==> config.mk <==
export PLATFORM = sky130hd
export DESIGN_NAME = load_store_unit_flat
export DESIGN_NICKNAME = d
export VERILOG_FILES = /design/src/rtl/lsu_pkg.sv /design/src/rtl/load_store_unit_if.sv /design/src/rtl/lsu_lane_align.sv /design/src/rtl/load_store_unit.sv /design/src/flat_wrapper.sv
export SDC_FILE = /design/constraint.sdc
export NUM_CORES = 1
export LEC_CHECK = 0
export ABC_AREA = 0
export BUFFER_PORTS_ARGS = -buffer_cell sky130_fd_sc_hd__clkbuf_2
export CAP_MARGIN = 10
export CORE_MARGIN = 3
export CORE_UTILIZATION = 29
export DETAILED_ROUTE_END_ITERATION = 8
export PLACE_DENSITY_LB_ADDON = 0.12
export SLEW_MARGIN = 30
export SYNTH_ARGS = -nofsm -noshare
export SYNTH_HDL_FRONTEND = slang
export SYNTH_SLANG_ARGS = --single-unit
==> constraint.sdc <==
create_clock -name clk -period 2.6 [get_ports clk]
set_input_delay 0 -clock clk [delete_from_list [all_inputs] [get_ports clk]]
set_output_delay 0 -clock clk [all_outputs]
set_load 0.02 [all_outputs]
==> src/rtl/lsu_pkg.sv <==
// Shared types and constants for the load/store unit: size encodings, FSM states, lane masks.
package lsu_pkg;

  localparam logic [1:0] SZ_BYTE = 2'd0;
  localparam logic [1:0] SZ_HALF = 2'd1;
  localparam logic [1:0] SZ_WORD = 2'd2;
  localparam logic [1:0] SZ_ILL  = 2'd3;

  typedef enum logic [2:0] {IDLE, RD, MRG, WR, RESP} lsuState_e;

  localparam logic [31:0] BYTE_MASK = 32'h0000_00FF;
  localparam logic [31:0] HALF_MASK = 32'h0000_FFFF;
  localparam logic [31:0] WORD_MASK = 32'hFFFF_FFFF;

  function automatic logic isSubWord(input logic [1:0] size);
    return (size == SZ_BYTE) || (size == SZ_HALF);
  endfunction

endpackage

==> src/rtl/load_store_unit_if.sv <==
// Request/response handshake and data-memory bus of the load/store unit.
interface load_store_unit_if;
  logic        reqValid;
  logic        reqReady;
  logic        reqWrite;
  logic [1:0]  reqSize;
  logic        reqSigned;
  logic [31:0] reqAddr;
  logic [31:0] reqData;
  logic        respValid;
  logic        respErr;
  logic [31:0] respData;
  logic [31:0] memAdr;
  logic [31:0] memWriteIn;
  logic        memWritePin;
  logic        memReadPin;
  logic [31:0] memReadOut;

  // Requester and memory side.
  modport master (
    output reqValid, reqWrite, reqSize, reqSigned, reqAddr, reqData, memReadOut,
    input  reqReady, respValid, respErr, respData, memAdr, memWriteIn, memWritePin, memReadPin
  );

  // Load/store unit side.
  modport slave (
    input  reqValid, reqWrite, reqSize, reqSigned, reqAddr, reqData, memReadOut,
    output reqReady, respValid, respErr, respData, memAdr, memWriteIn, memWritePin, memReadPin
  );
endinterface

==> src/rtl/lsu_lane_align.sv <==
// Byte-lane steering: extracts and extends load lanes, merges sub-word store data into a word.
module lsu_lane_align
  import lsu_pkg::*;
#(
  parameter bit BIG_ENDIAN = 1'b0
) (
  input  logic [1:0]  size,
  input  logic        signExt,
  input  logic [1:0]  offset,
  input  logic [31:0] memWord,
  input  logic [31:0] storeData,
  output logic [31:0] loadData,
  output logic [31:0] mergeData
);

  logic [4:0]  shamt;
  logic [31:0] laneMask;
  logic [31:0] lane;

  always_comb begin
    shamt    = '0;
    laneMask = WORD_MASK;
    case (size)
      SZ_BYTE: begin
        shamt    = {(BIG_ENDIAN ? ~offset : offset), 3'b000};
        laneMask = BYTE_MASK;
      end
      SZ_HALF: begin
        shamt    = {(BIG_ENDIAN ? ~offset[1] : offset[1]), 4'b0000};
        laneMask = HALF_MASK;
      end
      default: ;
    endcase
  end

  assign lane = memWord >> shamt;

  always_comb begin
    loadData = memWord;
    case (size)
      SZ_BYTE: loadData = {{24{signExt & lane[7]}}, lane[7:0]};
      SZ_HALF: loadData = {{16{signExt & lane[15]}}, lane[15:0]};
      default: ;
    endcase
  end

  assign mergeData = (memWord & ~(laneMask << shamt)) | ((storeData & laneMask) << shamt);

endmodule

==> src/rtl/load_store_unit.sv <==
// Memory-stage load/store front end with sub-word read-modify-write.
// LSU_ERR_CHECK_EN enables misalignment / illegal-size / range errors.
module load_store_unit
  import lsu_pkg::*;
#(
  parameter int unsigned MEM_WORDS  = 4,
  parameter bit          BIG_ENDIAN = 1'b0
) (
  input logic              clk,
  input logic              rstN,
  load_store_unit_if.slave bus
);

  localparam int unsigned IdxW = (MEM_WORDS > 1) ? $clog2(MEM_WORDS) : 1;

  lsuState_e   stateQ, stateD;
  logic        writeQ, signedQ, errQ;
  logic [1:0]  sizeQ;
  logic [31:0] addrQ, dataQ, mergeQ, respDataQ;
  logic [31:0] mergeD, respDataD;
  logic [31:0] loadWord, mergeWord;
  logic        accept, reqErr, wordStore;

  assign accept    = bus.reqValid && (stateQ == IDLE);
  assign wordStore = bus.reqWrite && !isSubWord(bus.reqSize);

`ifdef LSU_ERR_CHECK_EN
  always_comb begin
    reqErr = 1'b0;
    if (bus.reqSize == SZ_ILL)                            reqErr = 1'b1;
    else if (bus.reqSize == SZ_HALF && bus.reqAddr[0])    reqErr = 1'b1;
    else if (bus.reqSize == SZ_WORD && |bus.reqAddr[1:0]) reqErr = 1'b1;
    else if ((bus.reqAddr >> 2) >= 32'(MEM_WORDS))        reqErr = 1'b1;
  end

  assign bus.memAdr = addrQ >> 2;
`else
  logic unusedAddr;

  assign reqErr     = 1'b0;
  // Out-of-range indices wrap onto the attached memory.
  assign bus.memAdr = {{(30 - IdxW){1'b0}}, addrQ[IdxW+1:2]};
  assign unusedAddr = ^addrQ[31:IdxW+2];
`endif

  lsu_lane_align #(
    .BIG_ENDIAN(BIG_ENDIAN)
  ) uAlign (
    .size     (sizeQ),
    .signExt  (signedQ),
    .offset   (addrQ[1:0]),
    .memWord  (bus.memReadOut),
    .storeData(dataQ),
    .loadData (loadWord),
    .mergeData(mergeWord)
  );

  always_comb begin
    stateD = stateQ;
    unique case (stateQ)
      IDLE: if (accept) stateD = reqErr ? RESP : (wordStore ? WR : RD);
      RD:   stateD = MRG;
      MRG:  stateD = writeQ ? WR : RESP;
      WR:   stateD = RESP;
      RESP: stateD = IDLE;
      default: stateD = IDLE;
    endcase
  end

  always_comb begin
    mergeD    = mergeQ;
    respDataD = respDataQ;
    if (stateQ == MRG) begin
      if (writeQ) mergeD    = mergeWord;
      else        respDataD = loadWord;
    end
    // Store and error responses report zero data.
    if ((stateQ == WR) || (accept && reqErr)) respDataD = '0;
  end

  always_ff @(posedge clk or negedge rstN) begin
    if (!rstN) begin
      stateQ    <= IDLE;
      writeQ    <= 1'b0;
      sizeQ     <= '0;
      signedQ   <= 1'b0;
      errQ      <= 1'b0;
      addrQ     <= '0;
      dataQ     <= '0;
      mergeQ    <= '0;
      respDataQ <= '0;
    end else begin
      stateQ    <= stateD;
      mergeQ    <= mergeD;
      respDataQ <= respDataD;
      if (accept) begin
        writeQ  <= bus.reqWrite;
        sizeQ   <= bus.reqSize;
        signedQ <= bus.reqSigned;
        errQ    <= reqErr;
        addrQ   <= bus.reqAddr;
        dataQ   <= bus.reqData;
      end
    end
  end

  // Strobes decode from state so an asynchronous reset drops them at once.
  assign bus.reqReady    = (stateQ == IDLE);
  assign bus.respValid   = (stateQ == RESP);
  assign bus.respErr     = (stateQ == RESP) && errQ;
  assign bus.respData    = respDataQ;
  assign bus.memReadPin  = (stateQ == RD);
  assign bus.memWritePin = (stateQ == WR);
  assign bus.memWriteIn  = (stateQ == WR) ? (isSubWord(sizeQ) ? mergeQ : dataQ) : '0;

endmodule

==> src/flat_wrapper.sv <==
// flat-port wrapper written by rule: the top's interface ports become plain ports
module load_store_unit_flat import lsu_pkg::*;
#(
  parameter int unsigned MEM_WORDS  = 4,
  parameter bit          BIG_ENDIAN = 1'b0
)
  (clk, rstN, bus_reqValid, bus_reqWrite, bus_reqSize, bus_reqSigned, bus_reqAddr, bus_reqData, bus_memReadOut, bus_reqReady, bus_respValid, bus_respErr, bus_respData, bus_memAdr, bus_memWriteIn, bus_memWritePin, bus_memReadPin);
  load_store_unit_if bus_i ();
  input logic clk;
  input logic rstN;
  input wire logic [$bits(bus_i.reqValid)-1:0] bus_reqValid;
  input wire logic [$bits(bus_i.reqWrite)-1:0] bus_reqWrite;
  input wire logic [$bits(bus_i.reqSize)-1:0] bus_reqSize;
  input wire logic [$bits(bus_i.reqSigned)-1:0] bus_reqSigned;
  input wire logic [$bits(bus_i.reqAddr)-1:0] bus_reqAddr;
  input wire logic [$bits(bus_i.reqData)-1:0] bus_reqData;
  input wire logic [$bits(bus_i.memReadOut)-1:0] bus_memReadOut;
  output wire logic [$bits(bus_i.reqReady)-1:0] bus_reqReady;
  output wire logic [$bits(bus_i.respValid)-1:0] bus_respValid;
  output wire logic [$bits(bus_i.respErr)-1:0] bus_respErr;
  output wire logic [$bits(bus_i.respData)-1:0] bus_respData;
  output wire logic [$bits(bus_i.memAdr)-1:0] bus_memAdr;
  output wire logic [$bits(bus_i.memWriteIn)-1:0] bus_memWriteIn;
  output wire logic [$bits(bus_i.memWritePin)-1:0] bus_memWritePin;
  output wire logic [$bits(bus_i.memReadPin)-1:0] bus_memReadPin;
  assign bus_i.reqValid = bus_reqValid;
  assign bus_i.reqWrite = bus_reqWrite;
  assign bus_i.reqSize = bus_reqSize;
  assign bus_i.reqSigned = bus_reqSigned;
  assign bus_i.reqAddr = bus_reqAddr;
  assign bus_i.reqData = bus_reqData;
  assign bus_i.memReadOut = bus_memReadOut;
  assign bus_reqReady = bus_i.reqReady;
  assign bus_respValid = bus_i.respValid;
  assign bus_respErr = bus_i.respErr;
  assign bus_respData = bus_i.respData;
  assign bus_memAdr = bus_i.memAdr;
  assign bus_memWriteIn = bus_i.memWriteIn;
  assign bus_memWritePin = bus_i.memWritePin;
  assign bus_memReadPin = bus_i.memReadPin;
  load_store_unit #(.MEM_WORDS(MEM_WORDS), .BIG_ENDIAN(BIG_ENDIAN)) u_core (.clk(clk), .rstN(rstN), .bus(bus_i));
endmodule
==> results of run 1 <==
==> power breakdown <==
| part | internal, mW | switching [mW] |
|---|---|---|
| clock network | 0.772 | 0.644 |
| registers | 2.43 | 0.779 |
| logic | 2.04 | 2.50 |
==> cell type report <==
| cell class | instances | area (µm²) | share of cell area, % |
|---|---|---|---|
| repair buffers | 212 | 1380 | 18.4 |
| multi-input cells | 383 | 2800 | 37.3 |
| inverters | 4 | 15.0 | 0.200 |
| well taps | 265 | 332 | 4.42 |
| clock inverters | 5 | 53.8 | 0.717 |
| flip-flops and latches | 107 | 2680 | 35.7 |
| clock buffers | 11 | 243 | 3.23 |
==> worst max-delay path by stage <==
stage	end	slack, ps	depth (start not counted)
after floorplan	u_core.addrQ[0]$_DFFE_PN0P_	500	6
after global placement	u_core.bus.respData[14]$_DFFE_PN0P_	250	5
after detailed placement	u_core.bus.respData[28]$_DFFE_PN0P_	390	5
after CTS	u_core.bus.respData[28]$_DFFE_PN0P_	330	5
after global routing	u_core.bus.respData[28]$_DFFE_PN0P_	210	5
final	u_core.bus.respData[28]$_DFFE_PN0P_	370	5
==> flip-flops by register name, summed over array words and instances (netlist names) <==
| signal | cells |
|---|---|
| u_core.bus.respData | 32 |
| u_core.signedQ | 1 |
| u_core.stateQ | 3 |
| u_core.dataQ | 32 |
| u_core.sizeQ | 2 |
| u_core.writeQ | 1 |
| u_core.mergeQ | 32 |
| u_core.addrQ | 4 |
==> cells by family (layout without fill, tap and decap cells) <==
family / after synthesis / after routing / share of synthesized area, %
buffers and inverters: 77 / 232 / 7.74
other: 1 / 31 / 0.0646
AOI/OAI and AO/OA: 128 / 128 / 17.8
DFF: 107 / 107 / 46.2
muxes: 96 / 96 / 17.6
and+or+nand+nor: 128 / 128 / 10.6
==> cell usage after synthesis (2+ instances only) <==
| cell type | count |
|---|---|
| a211oi_1 | 7 |
| a21oi_1 | 35 |
| a221o_1 | 6 |
| a222oi_1 | 16 |
| a22o_1 | 19 |
| a22o_2 | 6 |
| a22oi_1 | 8 |
| a32o_1 | 8 |
| buf_1 | 2 |
| buf_2 | 14 |
| buf_4 | 34 |
| buf_6 | 2 |
| clkbuf_1 | 21 |
| dfrtp_1 | 107 |
| inv_1 | 4 |
| mux2_2 | 39 |
| mux2i_1 | 56 |
| nand2_1 | 5 |
| nand2b_1 | 27 |
| nand3_1 | 2 |
| nor2_1 | 78 |
| nor2b_1 | 2 |
| nor3_1 | 4 |
| nor3b_1 | 2 |
| o21ai_0 | 2 |
| o2bb2ai_1 | 14 |
==> layer usage <==
metal	vias up	track usage, %	wire length, µm
met5	-	0	0
met4	0	4.57	273
met3	14	3.16	1320
met2	196	26.6	8520
met1	2386	26.1	8950
li1	2262	-	-
==> critical path, stage by stage, from the launching register on <==
cell      delay [ps]
dfrtp_1          640
nand2b_4         260
mux2_2           340
nor2_2           390
o31ai_4          220
a22o_2           270
==> per-stage QoR <==
stage / cells / util (%)
5_1_grt: 987 / 38.4
6_report: 987 / 38.4
4_1_cts: 987 / 38.4
2_1_floorplan: 567 / -
3_5_place_dp: 922 / 34.4
3_3_place_gp: 922 / 34.4
==> impl_metrics.tcl, run 1 <==
set metrics [dict create \
    tightest_slew_ps 755 \
    min-delay-start "bus_memReadOut[4]" \
    ys_seq_elements 107 \
    numCtsBuffers 9 \
    end_kind "flip-flop" \
    fp.dieArea_um2 21700 \
    final_common_cell "clkbuf_2" \
    min_to "u_core.mergeQ[4]$_DFFE_PN0P_" \
    ios 204 \
    relSlewSlack_pct 49.6 \
    fin_crit_sh_pct 85.7 \
    whs_path_depth 3 \
    place_congestion 0.822 \
    first_pass_iters 5 \
    worst_slack_ps 371 \
    syn_area_per_cell_um2 10.8 \
    synth_top_area_share_pct 46.2 \
    synth_top_cells_by_area "dfrtp_1, mux2i_1, mux2_2" \
    syn_area_um2 5800 \
    die_height_um 147 \
    async_flop_share_pct 100 \
    critPathRequiredTime_ps 2850 \
    final-hold-violation-count 0 \
    root_buffer "clkbuf_16" \
    syn_inst 537 \
    nets 820 \
    r2r_start "u_core.sizeQ[0]$_DFFE_PN0P_" \
    cp-startpoint "u_core.sizeQ[0]$_DFFE_PN0P_" \
    ys_warn_count 0 \
    cts_resized 0 \
    overflow 0 \
    place_area_um2 6720 \
    reg2reg_to "u_core.bus.respData[28]$_DFFE_PN0P_" \
    final_area_um2 7500 \
    worst_ir_drop_vdd_mv 0.427 \
    crit_fanout 16 \
    diodes 0 \
    path_clk_slew_ps 70 \
    hold_ws_ps 22.0 \
    finalSetupViolCount 0 \
    drv_cap 0 \
    wl_per_cell_um 19.3 \
    fillers 1984 \
    ff2ff_path_depth 5 \
    ctsHtreeMaxLevel 3 \
    synth_largest_area_cell "dfrtp_1" \
    rows 51 \
    rsz0062_at_grt "no" \
    clkLatencyLatePin_ps 360 \
    grt_pass1_vias 4859 \
    routed_via_density 4.92 \
    max_freq_mhz 449 \
    start_util_pct 29.7 \
    final_antenna_net_count 0 \
    status "complete, no violations" \
    p_total_mw 9.17 \
    slew_viol_final 0 \
    drt-total-wl_mm 19.1 \
    dpl_worst_slack_ps 393 \
    holdCritPathClass "in2reg" \
    mostFrequentLayoutCells "clkbuf_2, dfrtp_1, nor2_1" \
    via_count 4858 \
    finalSetupTns_ps 0 \
    drt_iter0_drc 424 \
    skew_ps 8.99 \
    power.leakage_nw 3.44 \
    drc 0 \
    worstSetupStartpointType "flip-flop" \
    synth_edf_count 0 \
    power_density_nw_per_um2 1220 \
    ys_seq_area_share_pct 46.2 \
    dp_hpwl_mm 14.1 \
    grt_max_degree 65 \
    cp_data_arrival_time_ps 2480 \
    port-buffer-count 144 \
    postCtsSetupBuffers 0 \
    synthFlopType "dfrtp_1" \
    cts_tree "yes" \
    grt_pass1_wl_mm 29.3 \
    die_w_um 147 \
    synthDistinctLibCells 43 \
    postCtsHoldBufs 49 \
    drive_above_1_share_pct 32.5 \
    reg2reg_slack_ps 370 \
    grt_antenna_before_repair 0 \
    clk_path_buf_depth 2 \
    grt_use_total_pct 17.6 \
    finalCriticalPeriod_ps 2230 \
    cts.sinks 107 \
    worst-setup-path-type "reg2reg" \
    syn_to_final_growth_pct 29.4 \
    core_area_um2 19500 \
]
Note: power is estimated with default switching activity, not from simulation.
==> run 2, diff against run 1 <==
--- a/config.mk
+++ b/config.mk
@@ -6,11 +6,11 @@
 export NUM_CORES = 1
 export LEC_CHECK = 0
 export ABC_AREA = 0
-export BUFFER_PORTS_ARGS = -buffer_cell sky130_fd_sc_hd__clkbuf_2
 export CAP_MARGIN = 10
 export CORE_MARGIN = 3
 export CORE_UTILIZATION = 29
 export DETAILED_ROUTE_END_ITERATION = 8
+export DONT_BUFFER_PORTS = 1
 export PLACE_DENSITY_LB_ADDON = 0.12
 export SLEW_MARGIN = 30
 export SYNTH_ARGS = -nofsm -noshare
==> impl_metrics.tcl, run 2 (same netlist as run 1, synthesis figures left out) <==
set metrics [dict create \
    worst-setup-path-type "reg2reg" \
    grt_use_total_pct 18.5 \
    cp_data_arrival_time_ps 2580 \
    cts_tree "yes" \
    path_clk_slew_ps 80 \
    root_buffer "clkbuf_16" \
    fp.dieArea_um2 21700 \
    numCtsBuffers 9 \
    fin_crit_sh_pct 89.4 \
    dpl_worst_slack_ps 317 \
    die_height_um 147 \
    status "complete, no violations" \
    drive_above_1_share_pct 18.9 \
    finalSetupTns_ps 0 \
    holdCritPathClass "in2reg" \
    cts_resized 0 \
    crit_path_end "u_core.bus.respData[7]$_DFFE_PN0P_" \
    drv_cap 0 \
    tightest_slew_ps 725 \
    first_pass_iters 5 \
    final-hold-violation-count 0 \
    reg2reg_slack_ps 270 \
    worstSetupStartpointType "flip-flop" \
    grt_antenna_before_repair 2 \
    power.leakage_nw 3.08 \
    die_w_um 147 \
    nets 732 \
    final_common_cell "dfrtp_1" \
    drt-total-wl_mm 20.2 \
    drt_iter0_drc 401 \
    start_util_pct 29.7 \
    ctsHtreeMaxLevel 3 \
    clk_path_buf_depth 2 \
    place_congestion 0.801 \
    whs_path_depth 3 \
    port-buffer-count 0 \
    grt_pass1_wl_mm 30.0 \
    cp-startpoint "u_core.sizeQ[0]$_DFFE_PN0P_" \
    finalSetupViolCount 0 \
    clkLatencyLatePin_ps 370 \
    slew_viol_final 0 \
    end_kind "flip-flop" \
    syn_to_final_growth_pct 25.0 \
    crit_fanout 23 \
    fillers 1997 \
    via_count 4688 \
    rsz0062_at_grt "no" \
    drc 0 \
    grt_pass1_vias 4643 \
    mostFrequentLayoutCells "dfrtp_1, nor2_1, dlygate4sd3_1" \
    diodes 0 \
    ios 204 \
    overflow 0 \
    ff2ff_path_depth 7 \
    max_freq_mhz 430 \
    final_antenna_net_count 0 \
    critPathRequiredTime_ps 2850 \
    skew_ps 11.2 \
    power_density_nw_per_um2 1230 \
    worst_slack_ps 274 \
    relSlewSlack_pct 51.6 \
    rows 51 \
    grt_max_degree 108 \
    wl_per_cell_um 22.5 \
    dp_hpwl_mm 13.6 \
    reg2reg_to "u_core.bus.respData[7]$_DFFE_PN0P_" \
    cts.sinks 107 \
    r2r_start "u_core.sizeQ[0]$_DFFE_PN0P_" \
    finalCriticalPeriod_ps 2330 \
    core_area_um2 19500 \
    worst_ir_drop_vdd_mv 0.427 \
    routed_via_density 5.21 \
]
## run 2: changes by cell type in the layout (fill, tap and decap cells not counted), sizes merged
cell / previous run / this run
buf: 20 / 49
bufinv: 1 / 0
clkbuf: 154 / 12
clkinv: 4 / 3
clkinvlp: 0 / 1
dlygate4sd3: 49 / 75
## run 2: worst max-delay path: stages (launching register included)
cell	delay, ps
dfrtp_1	550
nor3b_4	280
buf_4	380
mux2i_1	230
nand2_1	60
nand3_1	90
o31ai_1	60
dlygate4sd3_1	570
## run 2: cell type report
class / instances / area [µm²] / share of cell area, %
Clock buffer: 12 / 246 / 3.40
Clock inverter: 4 / 26.3 / 0.362
Inverter: 4 / 15.0 / 0.207
Multi-Input combinational cell: 383 / 2800 / 38.6
Sequential cell: 107 / 2680 / 37.0
Tap cell: 265 / 332 / 4.57
Timing Repair Buffer: 124 / 1150 / 15.9
## run 2: metal layers
metal / share of wire, % / up-vias / global-route usage (%)
li1: - / 2096 / -
met1: 47 / 2370 / 27.0
met2: 43 / 199 / 26.8
met3: 8.4 / 19 / 5.40
met4: 1.5 / 4 / 4.80
met5: 0.10 / - / 0
## run 2: report_power, final
part	switching (mW)	internal, mW
Clock	0.653	0.677
Sequential	0.977	2.43
Combinational	2.24	1.95
## run 2: stage by stage
stage | total power, mW | area (µm²) | hold slack (ps) | util, % | instances
2_1_floorplan | 6.37 | 5910 | -296 | - | 567
3_3_place_gp | 7.39 | 6200 | -291 | 31.7 | 807
3_5_place_dp | 7.51 | 6200 | -292 | 31.7 | 807
4_1_cts | 9.03 | 7250 | 31.2 | 37.1 | 899
5_1_grt | 9.57 | 7250 | 58.1 | 37.1 | 899
6_report | 8.93 | 7250 | 44.0 | 37.1 | 899
## run 2: repair_timing
action                                 4_1_cts  5_1_grt
endpoints found under the hold margin      212        0
setup buffers                                0        0
hold buffers                                76        0
## run 2: how the worst min path moves through the flow
stage	from	endpoint	slack, ps
6_report	bus_memReadOut[24]	u_core.bus.respData[8]$_DFFE_PN0P_	40
3_5_place_dp	rstN	u_core.bus.respData[18]$_DFFE_PN0P_	-290
4_1_cts	bus_memReadOut[24]	u_core.bus.respData[8]$_DFFE_PN0P_	30
2_1_floorplan	rstN	u_core.addrQ[0]$_DFFE_PN0P_	-300
5_1_grt	bus_memReadOut[20]	u_core.bus.respData[4]$_DFFE_PN0P_	60
3_3_place_gp	rstN	u_core.bus.respData[16]$_DFFE_PN0P_	-290
==> run 3, diff against run 2 <==
--- a/config.mk
+++ b/config.mk
@@ -11,7 +11,7 @@
 export CORE_UTILIZATION = 29
 export DETAILED_ROUTE_END_ITERATION = 8
 export DONT_BUFFER_PORTS = 1
-export PLACE_DENSITY_LB_ADDON = 0.12
+export PLACE_DENSITY = 0.4
 export SLEW_MARGIN = 30
 export SYNTH_ARGS = -nofsm -noshare
 export SYNTH_HDL_FRONTEND = slang
==> impl_metrics.tcl, run 3 (same netlist as run 1, synthesis figures left out) <==
set metrics [dict create \
    drive_above_1_share_pct 19.2 \
    first_pass_iters 5 \
    end_kind "output port" \
    cpMostUsedCell "buf_4" \
    rsz0062_at_grt "no" \
    finalCriticalPeriod_ps 2410 \
    worst_slack_ps 187 \
    syn_to_final_growth_pct 26.1 \
    overflow 0 \
    crit_fanout 44 \
    rows 51 \
    drc 0 \
    dpl_worst_slack_ps 274 \
    start_util_pct 29.7 \
    dr_wl_met2_mm 9.22 \
    worstSetupStartpointType "flip-flop" \
    grt_pass1_wl_mm 30.5 \
    crit_chain "buf_6 -> buf_4 -> mux2i_1 -> nor2_1 -> buf_4" \
    status "complete, no violations" \
    cp.depth 5 \
    cts_tree "yes" \
    routed_via_density 5.20 \
    grt_antenna_before_repair 3 \
    cp-startpoint "u_core.sizeQ[1]$_DFFE_PN0P_" \
    critPathRequiredTime_ps 2600 \
    wl_per_cell_um 22.9 \
    fp.dieArea_um2 21700 \
    cts.sinks 107 \
    max_freq_mhz 414 \
    worst_ir_drop_vdd_mv 0.430 \
    cp_top_family "buffers and inverters" \
    critical_path_buf_inv_count 3 \
    final_antenna_net_count 0 \
    reg2reg_slack_ps 230 \
    finalSetupTns_ps 0 \
    die_w_um 147 \
    final_common_cell "dfrtp_1" \
    ios 204 \
    root_buffer "clkbuf_16" \
    dr_wl_met3_mm 1.97 \
    hold_ws_ps 19.1 \
    wl_met1_mm 9.32 \
    power_density_nw_per_um2 1240 \
    core_area_um2 19500 \
    clkLatencyLatePin_ps 370 \
    path_clk_slew_ps 80 \
    drt_iter0_drc 438 \
    via_count 4696 \
    holdCritPathClass "in2reg" \
    place_congestion 0.759 \
    port-buffer-count 0 \
    cpPeakStageDelay_ps 650 \
    power.leakage_nw 3.10 \
    fin_crit_sh_pct 92.8 \
    skew_ps 12.1 \
    reg2reg_to "u_core.bus.respData[29]$_DFFE_PN0P_" \
    finalSetupViolCount 0 \
    clk_path_buf_depth 2 \
    mostFrequentLayoutCells "dfrtp_1, nor2_1, dlygate4sd3_1" \
    grt_use_total_pct 18.8 \
    ff2ff_path_depth 5 \
    die_height_um 147 \
    slew_viol_final 0 \
    ctsHtreeMaxLevel 3 \
    nets 734 \
    relSlewSlack_pct 51.9 \
    highest_layer "met5" \
    crit_slowest_cell "dfrtp_4" \
    grt_pass1_vias 4663 \
    drt-total-wl_mm 20.7 \
    dp_hpwl_mm 13.7 \
    tightest_slew_ps 721 \
    final-hold-violation-count 0 \
    crit_path_end "bus_memWriteIn[31]" \
    worst-setup-path-type "reg2out" \
    grt_max_degree 108 \
    cp_data_arrival_time_ps 2410 \
    r2r_start "u_core.sizeQ[1]$_DFFE_PN0P_" \
    drv_cap 0 \
    numCtsBuffers 9 \
]
## run 3: layout make-up
type / count / area [µm²]
Multi-Input combinational cell: 383 / 2800
Tap cell: 265 / 332
Antenna cell: 2 / 5.00
Sequential cell: 107 / 2680
Fill cell: 1939 / 12200
Clock buffer: 11 / 243
Timing Repair Buffer: 126 / 1180
Clock inverter: 5 / 62.6
Inverter: 4 / 15.0
## run 3: worst reg2reg max path, stage by stage, from the launching register on
cell	delay (ps)
dfrtp_4	630
nor2b_1	200
a21oi_1	280
a41oi_4	260
o31ai_4	690
a22o_2	250
## run 3: through the flow
step / utilization (%) / instances / total power, mW / cell area, µm²
3_5_place_dp: 31.9 / 809 / 7.54 / 6220
5_1_grt: 37.4 / 901 / 9.71 / 7310
2_1_floorplan: - / 567 / 6.37 / 5910
6_report: 37.5 / 903 / 9.10 / 7320
4_1_cts: 37.4 / 901 / 9.18 / 7310
3_3_place_gp: 31.9 / 809 / 7.45 / 6220
## run 3: where the power goes
group / internal (mW) / leakage, nW / switching [mW]
logic: 1.97 / 1.68 / 2.22
registers: 2.43 / 1.27 / 1.03
clock network: 0.780 / 0.142 / 0.666
total: 5.18 / 3.10 / 3.92
## run 3: worst min path at each step
stage / startpoint / end / slack, ps / cells after the start
global route: bus_memReadOut[31] / u_core.bus.respData[7]$_DFFE_PN0P_ / 50 / 4
detailed placement: rstN / u_core.bus.respData[20]$_DFFE_PN0P_ / -290 / 0
finish: bus_reqWrite / u_core.stateQ[1]$_DFFE_PN0P_ / 20 / 2
floorplan: rstN / u_core.addrQ[0]$_DFFE_PN0P_ / -300 / 0
global placement: rstN / u_core.bus.respData[20]$_DFFE_PN0P_ / -290 / 0
CTS: bus_reqWrite / u_core.stateQ[1]$_DFFE_PN0P_ / 4 / 2
## run 3: repair_timing
action | in CTS | in global routing
endpoints found under the hold margin | 212 | 0
setup endpoints to repair | 0 | 12
gates resized for setup | 0 | 1
setup buffers | 0 | 0
hold buffers | 76 | 0
## run 3: metal layers
| layer | vias to the layer above | global-route usage [%] |
|---|---|---|
| met5 | - | 0 |
| met4 | 4 | 3.87 |
| met3 | 14 | 7.05 |
| met2 | 203 | 27.6 |
| met1 | 2369 | 26.7 |
| li1 | 2106 | - |
